===== config.mk =====
export PLATFORM = sky130hd
export DESIGN_NAME = seg7_scan_driver
export DESIGN_NICKNAME = d
export VERILOG_FILES = /design/src/rtl/seg7_scan_driver.sv
export SDC_FILE = /design/constraint.sdc
export NUM_CORES = 1
export LEC_CHECK = 0
export CORE_MARGIN = 2
export CORE_UTILIZATION = 53
export CTS_BUF_LIST = sky130_fd_sc_hd__clkbuf_8 sky130_fd_sc_hd__clkbuf_16
export DETAILED_ROUTE_END_ITERATION = 7
export DONT_BUFFER_PORTS = 1
export GPL_TIMING_DRIVEN = 0
export PLACE_DENSITY_LB_ADDON = 0.25
export SYNTH_ARGS = -nofsm -noshare
export SYNTH_HDL_FRONTEND = slang
export SYNTH_SLANG_ARGS = --single-unit

===== constraint.sdc =====
create_clock -name clk -period 2.5 [get_ports clk]
set_clock_uncertainty 0.15 [all_clocks]
set_input_delay 0.125 -clock clk [delete_from_list [all_inputs] [get_ports clk]]
set_output_delay 0.125 -clock clk [all_outputs]
set_load 0.02 [all_outputs]

===== src/rtl/seg7_scan_driver.sv =====
// seg7_scan_driver: time-multiplexed driver for an 8-digit common-anode
// 7-segment display. One nibble per digit is hex-decoded, with per-digit
// decimal point and blanking. Incoming words are double-buffered and
// committed only at a frame boundary, so a frame never mixes two words.
module seg7_scan_driver #(
   parameter int unsigned DIV_CNT = 100000,
   parameter int unsigned CNT_W   = 17
) (
   input  logic        clk,
   input  logic        rst_n,
   input  logic        load,
   input  logic [31:0] data_in,
   input  logic [7:0]  point_in,
   input  logic [7:0]  blank_in,
   output logic [7:0]  seg_an,
   output logic [7:0]  seg_cat,
   output logic        pending,
   output logic        frame_done
);

   localparam logic [CNT_W-1:0] CNT_LAST = CNT_W'(DIV_CNT - 1);

   // prescaler and digit scan index
   logic [CNT_W-1:0] cnt;
   logic [2:0]       idx;

   // word currently on display
   logic [31:0]      act_data;
   logic [7:0]       act_point;
   logic [7:0]       act_blank;

   // word waiting for the next frame boundary
   logic [31:0]      pend_data;
   logic [7:0]       pend_point;
   logic [7:0]       pend_blank;

   logic             tick;
   logic             boundary;
   logic [3:0]       cur_nib;
   logic [7:0]       an_next;
   logic [7:0]       cat_next;

   // hex digit to segments {g,f,e,d,c,b,a}, active low
   function automatic logic [6:0] hex7(input logic [3:0] n);
      logic [6:0] s;
      case (n)
         4'h0:    s = 7'h40;
         4'h1:    s = 7'h79;
         4'h2:    s = 7'h24;
         4'h3:    s = 7'h30;
         4'h4:    s = 7'h19;
         4'h5:    s = 7'h12;
         4'h6:    s = 7'h02;
         4'h7:    s = 7'h78;
         4'h8:    s = 7'h00;
         4'h9:    s = 7'h10;
         4'hA:    s = 7'h08;
         4'hB:    s = 7'h03;
         4'hC:    s = 7'h46;
         4'hD:    s = 7'h21;
         4'hE:    s = 7'h06;
         default: s = 7'h0E;
      endcase
      return s;
   endfunction

   // digit-advance tick, frame boundary and next pin values for the current digit
   always_comb begin
      tick     = (cnt == CNT_LAST);
      boundary = tick && (idx == 3'd7);
      cur_nib  = act_data[{idx, 2'b00} +: 4];
      an_next  = act_blank[idx] ? 8'hFF : ~(8'h01 << idx);
      cat_next = {~act_point[idx], hex7(cur_nib)};
   end

   // prescaler counts 0..DIV_CNT-1; each wrap advances the lit digit
   always_ff @(posedge clk) begin
      if (!rst_n) begin
         cnt <= '0;
         idx <= '0;
      end else if (tick) begin
         cnt <= '0;
         idx <= idx + 3'd1;
      end else begin
         cnt <= cnt + CNT_W'(1);
      end
   end

   // double buffer: load fills the pending word, the frame boundary commits it;
   // a load landing on the boundary itself bypasses straight to the active word
   always_ff @(posedge clk) begin
      if (!rst_n) begin
         act_data   <= '0;
         act_point  <= '0;
         act_blank  <= '1;
         pend_data  <= '0;
         pend_point <= '0;
         pend_blank <= '0;
         pending    <= 1'b0;
      end else if (load && boundary) begin
         act_data   <= data_in;
         act_point  <= point_in;
         act_blank  <= blank_in;
         pending    <= 1'b0;
      end else begin
         if (boundary && pending) begin
            act_data  <= pend_data;
            act_point <= pend_point;
            act_blank <= pend_blank;
            pending   <= 1'b0;
         end
         if (load) begin
            pend_data  <= data_in;
            pend_point <= point_in;
            pend_blank <= blank_in;
            pending    <= 1'b1;
         end
      end
   end

   // registered pin drive and frame-wrap pulse
   always_ff @(posedge clk) begin
      if (!rst_n) begin
         seg_an     <= '1;
         seg_cat    <= '1;
         frame_done <= 1'b0;
      end else begin
         seg_an     <= an_next;
         seg_cat    <= cat_next;
         frame_done <= boundary;
      end
   end

endmodule


==> impl_results.md, run 1 <==
* Status: completed
* Post-Syn Area per Cell at 8.76 sq um
* Fmax at 405 MHz
* Crit. End Element: flop
* Pleak at 2.65 nW
* Pin count of the biggest net entering global routing at 17
* Cell Rows at 37
* All-Layer GR Usage at 26.0%
* Sequential cell area at 0.00269 sq mm
* CTS sink count at 134
* Post-synth cell types at 51
* Max_cap viols at 0
* Routed wire length at 14,400 microns
* Die Y-Extent at 107 microns
* Share of cells above drive strength 1 at 12.4%
* YS warnings at 0
* Slowest-stage cell, CP: mux4_2
* Max VDD drop at 543 uV
* Peak fanout along the critical path at 5
* CTS root buf: clkbuf_8
* Synth area leader: dfxtp_1
* Post-synth EDFFs at 0
* Min-Delay Path Class: in -> reg
* Final hold vios at 0
* Most used cell, CP: buf_6
* Worst slew pin tran at 652 ps
* Min cycle time layout at 2470 ps
* DRC viols at 0
* Min-delay src: load
* H-tree depth at 4
* Final nets at 784
* Reg-to-reg slack, setup at 30 ps
* Cells after Synth at 641
* Worst setup SP type: flop
* Design Power at 5.08 mW
* Most common cell in the netlist: nand2_1
* Via count at 4,953
* Share of the synthesized area in the top cell type at 47.8%
* Max-slew violations at 0
* Final cell area excluding filler cells at 0.00706 sq mm
* CTS Buf Count at 17
* Worst-Skew Late Latency at 540 ps
* Synthesized cell area at 0.00562 sq mm
* Num ports at 69
* Sequential share of the synthesized area at 47.8%
* Power per cell area at 720 mW/mm^2
* Avg Vias per Cell at 5.69
* Die footprint at 0.0114 sq mm
* Area delta synth->final at 25.7%
* TritonCTS clock tree: built
* Commonest register cell after synthesis: dfxtp_1
* First-pass GRT wire length at 23,300 microns
* Synth area leaders: dfxtp_1 48%, nand2_1 11%, a22oi_1 6.1%, a21oi_1 4.5%, mux4_2 4.0%
* FF-to-FF path depth at 9
* Post-route ant nets at 0
* Commonest cells post-synth: 158 x nand2_1, 134 x dfxtp_1, 51 x a21oi_1, 46 x a22oi_1, 41 x o21ai_0
* Area of the multi-input gates at 0.00274 sq mm
* Antenna violations before repair at 0
* Clk buf depth at 2
* Port Buffers at 0
* Async set-reset flop share out of synthesis at 0%
* WHS at 30.9 ps
* Pre-CTS WS at -613 ps
* Setup violators final at 0
* Slew headroom at 56.5%
* Hpwl dp at 9820 microns
* Placed inst area at 0.00579 sq mm
* Worst R2R Start: idx[0]
* CTS clk-pin slew, worst paths at 60 ps
* Cells along the critical path: buf_6 > buf_12 > mux4_2 > mux2i_4 > buf_6 > ha_1 > nor3_2 > a2111oi_4 > a31oi_1
* Diode count at 0
* Final period util at 98.7%
* Vias in the first global route at 4,929
* Setup TNS at 0 ps
* CORE AREA at 0.0103 sq mm
* Routed wire per std cell at 16.6 microns
* Pre-Repair DR Iteration Count at 5
* Worst setup startpoint: idx[0]
* WP data required at 2810 ps
* DR iter-0 viols at 261
* Initial Utilization at 54.4%
* # fillers at 792
* CP peak stage delay at 550 ps
* Number of synthesized register bits at 134
* Hold depth at 3
* Die Width at 107 microns
* GPL Wtd Cong at 0.824
* Total global routing overflow at 0
* WP data arrival at 2770 ps
* Critical path type: reg -> reg
* Final WS setup at 32.5 ps
* Net Count, Synth at 704
## metal layers
layer	routed length, microns	vias to the layer above	GRT usage, %
li1	-	2380	-
met1	6150	2363	31.3
met2	7160	179	44.9
met3	766	31	6.50
met4	327	0	9.74
met5	0	-	0
## layout make-up
cell class | count | area share [%]
Buffer | 46 | 3.08
Sequential cell | 134 | 38.1
Timing Repair Buffer | 61 | 8.33
Multi-Input combinational cell | 450 | 38.8
Clock buffer | 19 | 6.25
Inverter | 11 | 0.638
Tap cell | 136 | 2.41
Clock inverter | 13 | 2.39
## final timing paths
check	endpoint
setup reg to reg	seg_cat[3]
hold / removal	pending
hold reg to reg	act_blank[6]
setup / recovery	seg_cat[3]
## through the flow
| stage | std cells | utilization, % |
|---|---|---|
| 2_1_floorplan | 641 | - |
| 3_3_place_gp | 777 | 56.1 |
| 3_5_place_dp | 777 | 56.1 |
| 4_1_cts | 863 | 67.5 |
| 5_1_grt | 870 | 68.4 |
| 6_report | 870 | 68.4 |
## worst max-delay path, delay by kind of cell (launching register included)
family / cells / cell delay, ps
buffers and inverters: 3 / 350
AO/OA/AOI/OAI: 2 / 230
AND/OR/NAND/NOR: 1 / 250
multiplexers: 2 / 790
adder cells (fa/ha/maj): 1 / 250
flip-flops: 1 / 370
## cell usage in the layout, fill, tap and decap left out, drive strengths merged, types with 2 or more instances in the layout
cell type    instances
nand2              158
and2                 3
mux2                 2
mux2i               10
bufinv               3
a31oi                3
and3                 8
nor2b                3
a21oi               52
dfxtp              134
xnor2                5
mux4                10
buf                 24
and4                 3
a22oi               46
nand3               10
clkinv               2
clkbuf              53
nor2                24
inv                 14
a21o                 8
nand4                2
o21ai               54
nand2b               2
clkinvlp             5
o221ai               2
xor2                11
dlygate4sd3         49
or2                  2
ha                  12
nor3                 5
## registers in the layout, indices dropped and copies added (netlist names)
name and count:
pend_point 8, seg_cat 8, seg_an 8, pend_data 32, cnt 17, act_data 32, act_blank 8, pending 1
idx 3, pend_blank 8, act_point 8, frame_done 1
## cell families (layout without fill, tap and decap cells)
group	after synthesis	count (layout)	synth area share [%]
and+or+nand+nor	225	225	17.1
AOI/OAI and AO/OA	175	175	19.1
DFF	134	134	47.8
buffers and inverters	57	150	4.39
muxes	22	22	6.48
xor gates and xnor gates	16	16	2.49
adders and majority gates	12	12	2.67
## where the power goes
group	total [mW]	leakage (nW)	switching (mW)	internal, mW
Sequential	2.22	1.09	0.0372	2.19
Combinational	0.297	1.27	0.170	0.127
Clock	2.56	0.288	0.977	1.58
## what timing repair did
action / in CTS / in global routing
endpoints found under the hold margin: 114 / 0
pin swaps: 0 / 3
setup endpoints to repair: 7 / 25
hold buffers: 49 / 0
resized for setup: 11 / 10
setup buffers: 5 / 7
No activity file was read; power rests on OpenSTA's default activity.
==> run 2: changes to the inputs <==
--- a/config.mk
+++ b/config.mk
@@ -5,13 +5,13 @@
 export SDC_FILE = /design/constraint.sdc
 export NUM_CORES = 1
 export LEC_CHECK = 0
-export CORE_MARGIN = 2
 export CORE_UTILIZATION = 53
 export CTS_BUF_LIST = sky130_fd_sc_hd__clkbuf_8 sky130_fd_sc_hd__clkbuf_16
 export DETAILED_ROUTE_END_ITERATION = 7
 export DONT_BUFFER_PORTS = 1
 export GPL_TIMING_DRIVEN = 0
 export PLACE_DENSITY_LB_ADDON = 0.25
+export SKIP_LAST_GASP = 1
 export SYNTH_ARGS = -nofsm -noshare
 export SYNTH_HDL_FRONTEND = slang
 export SYNTH_SLANG_ARGS = --single-unit
==> run 2 against run 1 <==
Worst hold slack better by 27 ps. Register-to-register slack about the same. Critical endpoint unchanged. Power is 1.8% lower. First-iteration DRC count grew 22%. Sequential power hardly changed. Global-route usage up 0.95 points. Wire length shrank 0.31%. Core utilization up 0.39 points.
==> impl_results.md, run 2 (synthesis gave the netlist of run 1 again) <==
* Status: completed
* Die Width at 105 microns
* GR peak layer: met2
* Final nets at 785
* Max_cap viols at 0
* Slowest-stage cell, CP: mux4_2
* All-Layer GR Usage at 27.0%
* Sw frac at 22.0%
* Switching power total at 1.10 mW
* Min cycle time layout at 2470 ps
* Die footprint at 0.0110 sq mm
* Met1 Use GR at 31.5%
* Worst setup SP type: flop
* CTS sink count at 134
* Most common cell after layout, fill and taps aside: nand2_1
* Non-filler cells, final at 871
* Reg-to-reg slack, setup at 30 ps
* CTS root buf: clkbuf_8
* WP data required at 2810 ps
* Max VDD drop at 590 uV
* Critical path type: reg -> reg
* Design Power at 4.99 mW
* Final design utilization at 68.8%
* Int Power at 3.89 mW
* Area delta synth->final at 25.9%
* Max-slew violations at 0
* H-tree depth at 4
* CTS Buf Count at 17
* Diode count at 0
* Slew headroom at 60.6%
* Fmax at 405 MHz
* CP peak stage delay at 540 ps
* Power per cell area at 706 mW/mm^2
* Final hold vios at 0
* Worst slew pin tran at 591 ps
* Avg Vias per Cell at 5.68
* DRC viols at 0
* Peak fanout along the critical path at 7
* Routed wire per std cell at 16.5 microns
* Pre-Repair DR Iteration Count at 5
* Setup violators final at 0
* CTS clk-pin slew, worst paths at 60 ps
* Routed wire length at 14,400 microns
* Via count at 4,947
* Worst-Skew Late Latency at 540 ps
* WP data arrival at 2770 ps
* Met2 Use GR at 46.5%
* Crit. End Element: flop
* Clk buf depth at 2
* GPL Wtd Cong at 0.815
* RSZ-0062 raised after global routing: yes
* Total global routing overflow at 0
* Cell Rows at 37
* Final period util at 98.7%
* DR iter-0 viols at 318
* TritonCTS clock tree: built
* Port Buffers at 0
* # placed instances at 777
* Clock share of power at 49.4%
* Antenna violations before repair at 0
* Pin count of the biggest net entering global routing at 17
* Num ports at 69
* Cells along the critical path: buf_8 > buf_12 > mux4_2 > mux2i_4 > buf_6 > ha_1 > inv_1 > o21ai_0 > o21ai_0 > a31oi_1
* Initial Utilization at 54.7%
* Met3 usage at 7.92%
* Flop pwr share at 44.6%
* Min-Delay Path Class: in -> reg
* Hpwl dp at 9690 microns
* Most used cell, CP: o21ai_0
* Largest registers: act_data x32, pend_data x32, cnt x17
* Combinational power share at 6.0%
* Post-route ant nets at 0
* Pleak at 2.68 nW
* Share of cells above drive strength 1 at 12.0%
* Vias in the first global route at 4,769
* Most frequent cells in the layout: 158 x nand2_1, 132 x dfxtp_1, 51 x a21oi_1
* Die Y-Extent at 105 microns
* CORE AREA at 0.0103 sq mm
* First-pass GRT wire length at 22,900 microns
## run 2: area by class of cell
| type | count | area (sq um) |
|---|---|---|
| multi-input combinational | 450 | 2760 |
| clock buffer | 20 | 455 |
| inverter | 11 | 41.3 |
| tap | 136 | 170 |
| sequential | 134 | 2690 |
| timing repair buffer | 62 | 592 |
| buffer | 46 | 224 |
| clock inverter | 12 | 138 |
| fill | 828 | 3210 |
## run 2: power groups by stage
| stage | registers (mW) | clock network (mW) | logic [mW] |
|---|---|---|---|
| after floorplan | 2.26 | 0 | 0.163 |
| after global placement | 2.27 | 0 | 0.209 |
| after detailed placement | 2.27 | 0 | 0.217 |
| after CTS | 2.23 | 2.49 | 0.292 |
| after global routing | 2.23 | 2.60 | 0.327 |
| final | 2.23 | 2.47 | 0.299 |
## run 2: layer usage
layer  routed length, microns  part of all wire [%]
met1                     6050                    42
met2                     7330                    51
met3                      706                   4.9
met4                      278                   1.9
met5                        0                     0
## run 2: worst paths after layout
path	startpoint	endpoint	cells past startpoint
setup / recovery	idx[0]	seg_cat[3]	10
hold / removal	load	pending	3
setup reg to reg	idx[0]	seg_cat[3]	10
hold reg to reg	act_blank[4]	act_blank[4]	1
## run 2: repair_timing
action / CTS / global route
setup buffers: 4 / 9
pin swaps: 0 / 2
resized for setup: 11 / 13
hold buffers: 49 / 0
gates cloned: 0 / 0
hold endpoints to repair: 114 / 0
endpoints found under the setup margin: 7 / 24
## run 2: through the flow
stage	hold slack (ps)	setup slack (ps)	setup TNS [ps]	cell area (sq um)
finish	57.7	31.6	0	7070
global route	79.7	-96.3	-126	7070
CTS	7.78	13.4	0	6950
detailed placement	118	-534	-3040	5790
global placement	112	-513	-2640	5790
floorplan	111	64.0	0	5620
## run 2: critical path: cells and delay by family (launching register included)
kind | cells | cell delay (ps)
AO/OA/AOI/OAI | 3 | 380
buffers and inverters | 4 | 460
flip-flops | 1 | 380
adder cells (fa/ha/maj) | 1 | 170
multiplexers | 2 | 850
==> run 3: changes to the inputs <==
--- a/config.mk
+++ b/config.mk
@@ -5,6 +5,7 @@
 export SDC_FILE = /design/constraint.sdc
 export NUM_CORES = 1
 export LEC_CHECK = 0
+export CORE_MARGIN = 1.5
 export CORE_UTILIZATION = 53
 export CTS_BUF_LIST = sky130_fd_sc_hd__clkbuf_8 sky130_fd_sc_hd__clkbuf_16
 export DETAILED_ROUTE_END_ITERATION = 7
==> constraint.sdc (replaced) <==
create_clock -name clk -period 2 [get_ports clk]
set_clock_uncertainty 0.15 [all_clocks]
set_input_delay 0.1 -clock clk [delete_from_list [all_inputs] [get_ports clk]]
set_output_delay 0.1 -clock clk [all_outputs]
set_load 0.02 [all_outputs]
==> run 3 against run 2 <==
The flow now finishes with violations (setup timing). Critical path depth shrank 2. Die area up 1.9%. Via count increased by 2.7%. Register-to-register slack worse by 450 ps. Count of clock-buffer cells in the layout shrank 2. Power is 27% higher. Combinational power increased by 39%. Sequential share of layout area decreased by 1.7 points. Non-clock buffer count increased by 8. Maximum frequency rose by 2.0%. Worst hold slack gained 65 ps.
==> impl_results.md, run 3 (synthesis gave the netlist of run 1 again) <==
* Setup violators final at 14
* GPL Wtd Cong at 0.805
* Met3 usage at 7.17%
* Clk buf depth at 2
* DR iter-0 viols at 369
* DRC viols at 0
* Pleak at 2.82 nW
* Min-Delay Path Class: in -> reg
* Worst setup SP type: flop
* Violations in the final reports: setup timing
* Final period util at 121%
* Status: complete, but fails checks
* Die footprint at 0.0112 sq mm
* Hold depth at 3
* Via count at 5,080
* Met2 Use GR at 49.1%
* Reg-to-reg slack, setup at -420 ps
* Area delta synth->final at 32.2%
* Most frequent cells in the layout: 157 x nand2_1, 128 x dfxtp_1, 50 x a21oi_1, 50 x dlygate4sd3_1, 46 x a22oi_1
* First-pass GRT wire length at 24,200 microns
* Cells along the critical path: buf_6 > buf_12 > mux4_2 > mux2i_4 > inv_2 > ha_4 > a2111oi_4 > a31oi_1
* Slowest-stage cell, CP: mux4_2
* TritonCTS clock tree: built
* Worst-Skew Late Latency at 540 ps
* Clock share of power at 49.5%
* Combinational power share at 6.6%
* RSZ-0062 raised after global routing: yes
* WP data required at 2230 ps
* Initial Utilization at 54.4%
* R2r endpoint: seg_cat[3]
* Final WS setup at -420 ps
* Worst slew pin tran at 634 ps
* Power per cell area at 854 mW/mm^2
* Peak fanout along the critical path at 5
* Worst Path Buf+Inv at 3
* Max_cap viols at 0
* Fmax at 413 MHz
* CTS root buf: clkbuf_8
* Crit-path leading delay family: multiplexers
* Max VDD drop at 539 uV
* Total global routing overflow at 0
* Num ports at 69
* WHS at 123 ps
* Avg Vias per Cell at 5.79
* Pin count of the biggest net entering global routing at 17
* Most common cell after layout, fill and taps aside: nand2_1
* Crit. End Element: flop
* CTS sink count at 134
* Final hold vios at 0
* Port Buffers at 0
* CTS clk-pin slew, worst paths at 60 ps
* CTS Buf Count at 17
* # fillers at 748
* Post-route ant nets at 0
* Min-delay src: data_in[4]
* Hpwl dp at 9830 microns
* FF-to-FF path depth at 8
* Routed wire per std cell at 17.4 microns
* Met1 Use GR at 32.2%
* Flop pwr share at 43.9%
* CORE AREA at 0.0103 sq mm
* Critical path type: reg -> reg
* Share of cells above drive strength 1 at 19.0%
* CP peak stage delay at 540 ps
* GR peak layer: met2
* H-tree depth at 4
* Hold Path Sink: pend_data[4]
* Int Power at 4.95 mW
* Die Y-Extent at 106 microns
* Final nets at 793
* WP data arrival at 2650 ps
* Antenna violations before repair at 0
* Pre-Repair DR Iteration Count at 5
* Worst R2R Start: idx[0]
* Slew headroom at 57.7%
* Max-slew violations at 0
* Largest registers: act_data x32, pend_data x32, cnt x17
* Design Power at 6.34 mW
* Routed wire length at 15,300 microns
* Sw frac at 21.9%
* Diode count at 0
* Switching power total at 1.39 mW
* Min cycle time layout at 2420 ps
* Vias in the first global route at 4,982
* Cell Rows at 37
* All-Layer GR Usage at 28.2%
* Setup TNS at -2770 ps
* Die Width at 106 microns
-- run 3: changes by cell type in the layout (fill, tap and decap cells not counted), moves of 4 or more --
cell and delta:
buf_2 -5, buf_4 +8, buf_6 +12, clkbuf_1 -20, clkbuf_2 +8, dfxtp_1 -4, dfxtp_2 +4, ha_1 -5
inv_1 -4, o21ai_0 -8, o21ai_1 +7
-- run 3: stage by stage --
stage          area (sq um)  utilization, %  std cells  worst slack [ps]
2_1_floorplan          5700               -        641              -275
3_3_place_gp           5870            56.9        777              -572
3_5_place_dp           5870            56.9        777              -632
4_1_cts                7230            70.1        872              -396
5_1_grt                7420            71.9        877              -475
6_report               7420            71.9        877              -420
-- run 3: layer usage --
metal  part of all wire [%]  up-vias
met5                      0        -
met4                    3.2        0
met3                    5.4       41
met2                     52      190
met1                     40     2438
li1                       -     2411
-- run 3: layout make-up --
cell class,instances,area [sq um],area share (%)
clock inverters,12,163,2.19
clock buffers,18,428,5.76
well taps,136,170,2.29
repair buffers,73,714,9.62
multi-input cells,450,2910,39.1
flip-flops and latches,134,2690,36.3
inverters,11,45.0,0.607
plain buffers,43,307,4.13
-- run 3: how the worst max path moves through the flow --
stage | depth (start not counted) | startpoint | endpoint
after floorplan | 8 | idx[0] | seg_cat[3]
after global placement | 9 | idx[1] | seg_cat[3]
after detailed placement | 9 | idx[1] | seg_cat[3]
after CTS | 8 | idx[2] | seg_cat[3]
after global routing | 8 | idx[0] | seg_cat[3]
final | 8 | idx[0] | seg_cat[3]
-- run 3: power by group through the flow --
| stage | clock (mW) | combinational (mW) | sequential, mW |
|---|---|---|---|
| 5_1_grt | 3.29 | 0.455 | 2.79 |
| 3_5_place_dp | 0 | 0.274 | 2.84 |
| 2_1_floorplan | 0 | 0.204 | 2.83 |
| 4_1_cts | 3.15 | 0.390 | 2.78 |
| 3_3_place_gp | 0 | 0.263 | 2.84 |
| 6_report | 3.14 | 0.417 | 2.78 |
-- run 3: tightest hold or removal path, stage by stage --
cell           delay (ps)
dlygate4sd3_1         550
nand2_1                60
a21oi_1                50
-- run 3: repair_timing --
item	in CTS	in global routing
pin swaps	5	11
hold buffers	50	0
setup endpoints to repair	120	117
gates cloned	0	2
endpoints found under the hold margin	115	0
buffers inserted	16	6
gates resized for setup	47	70
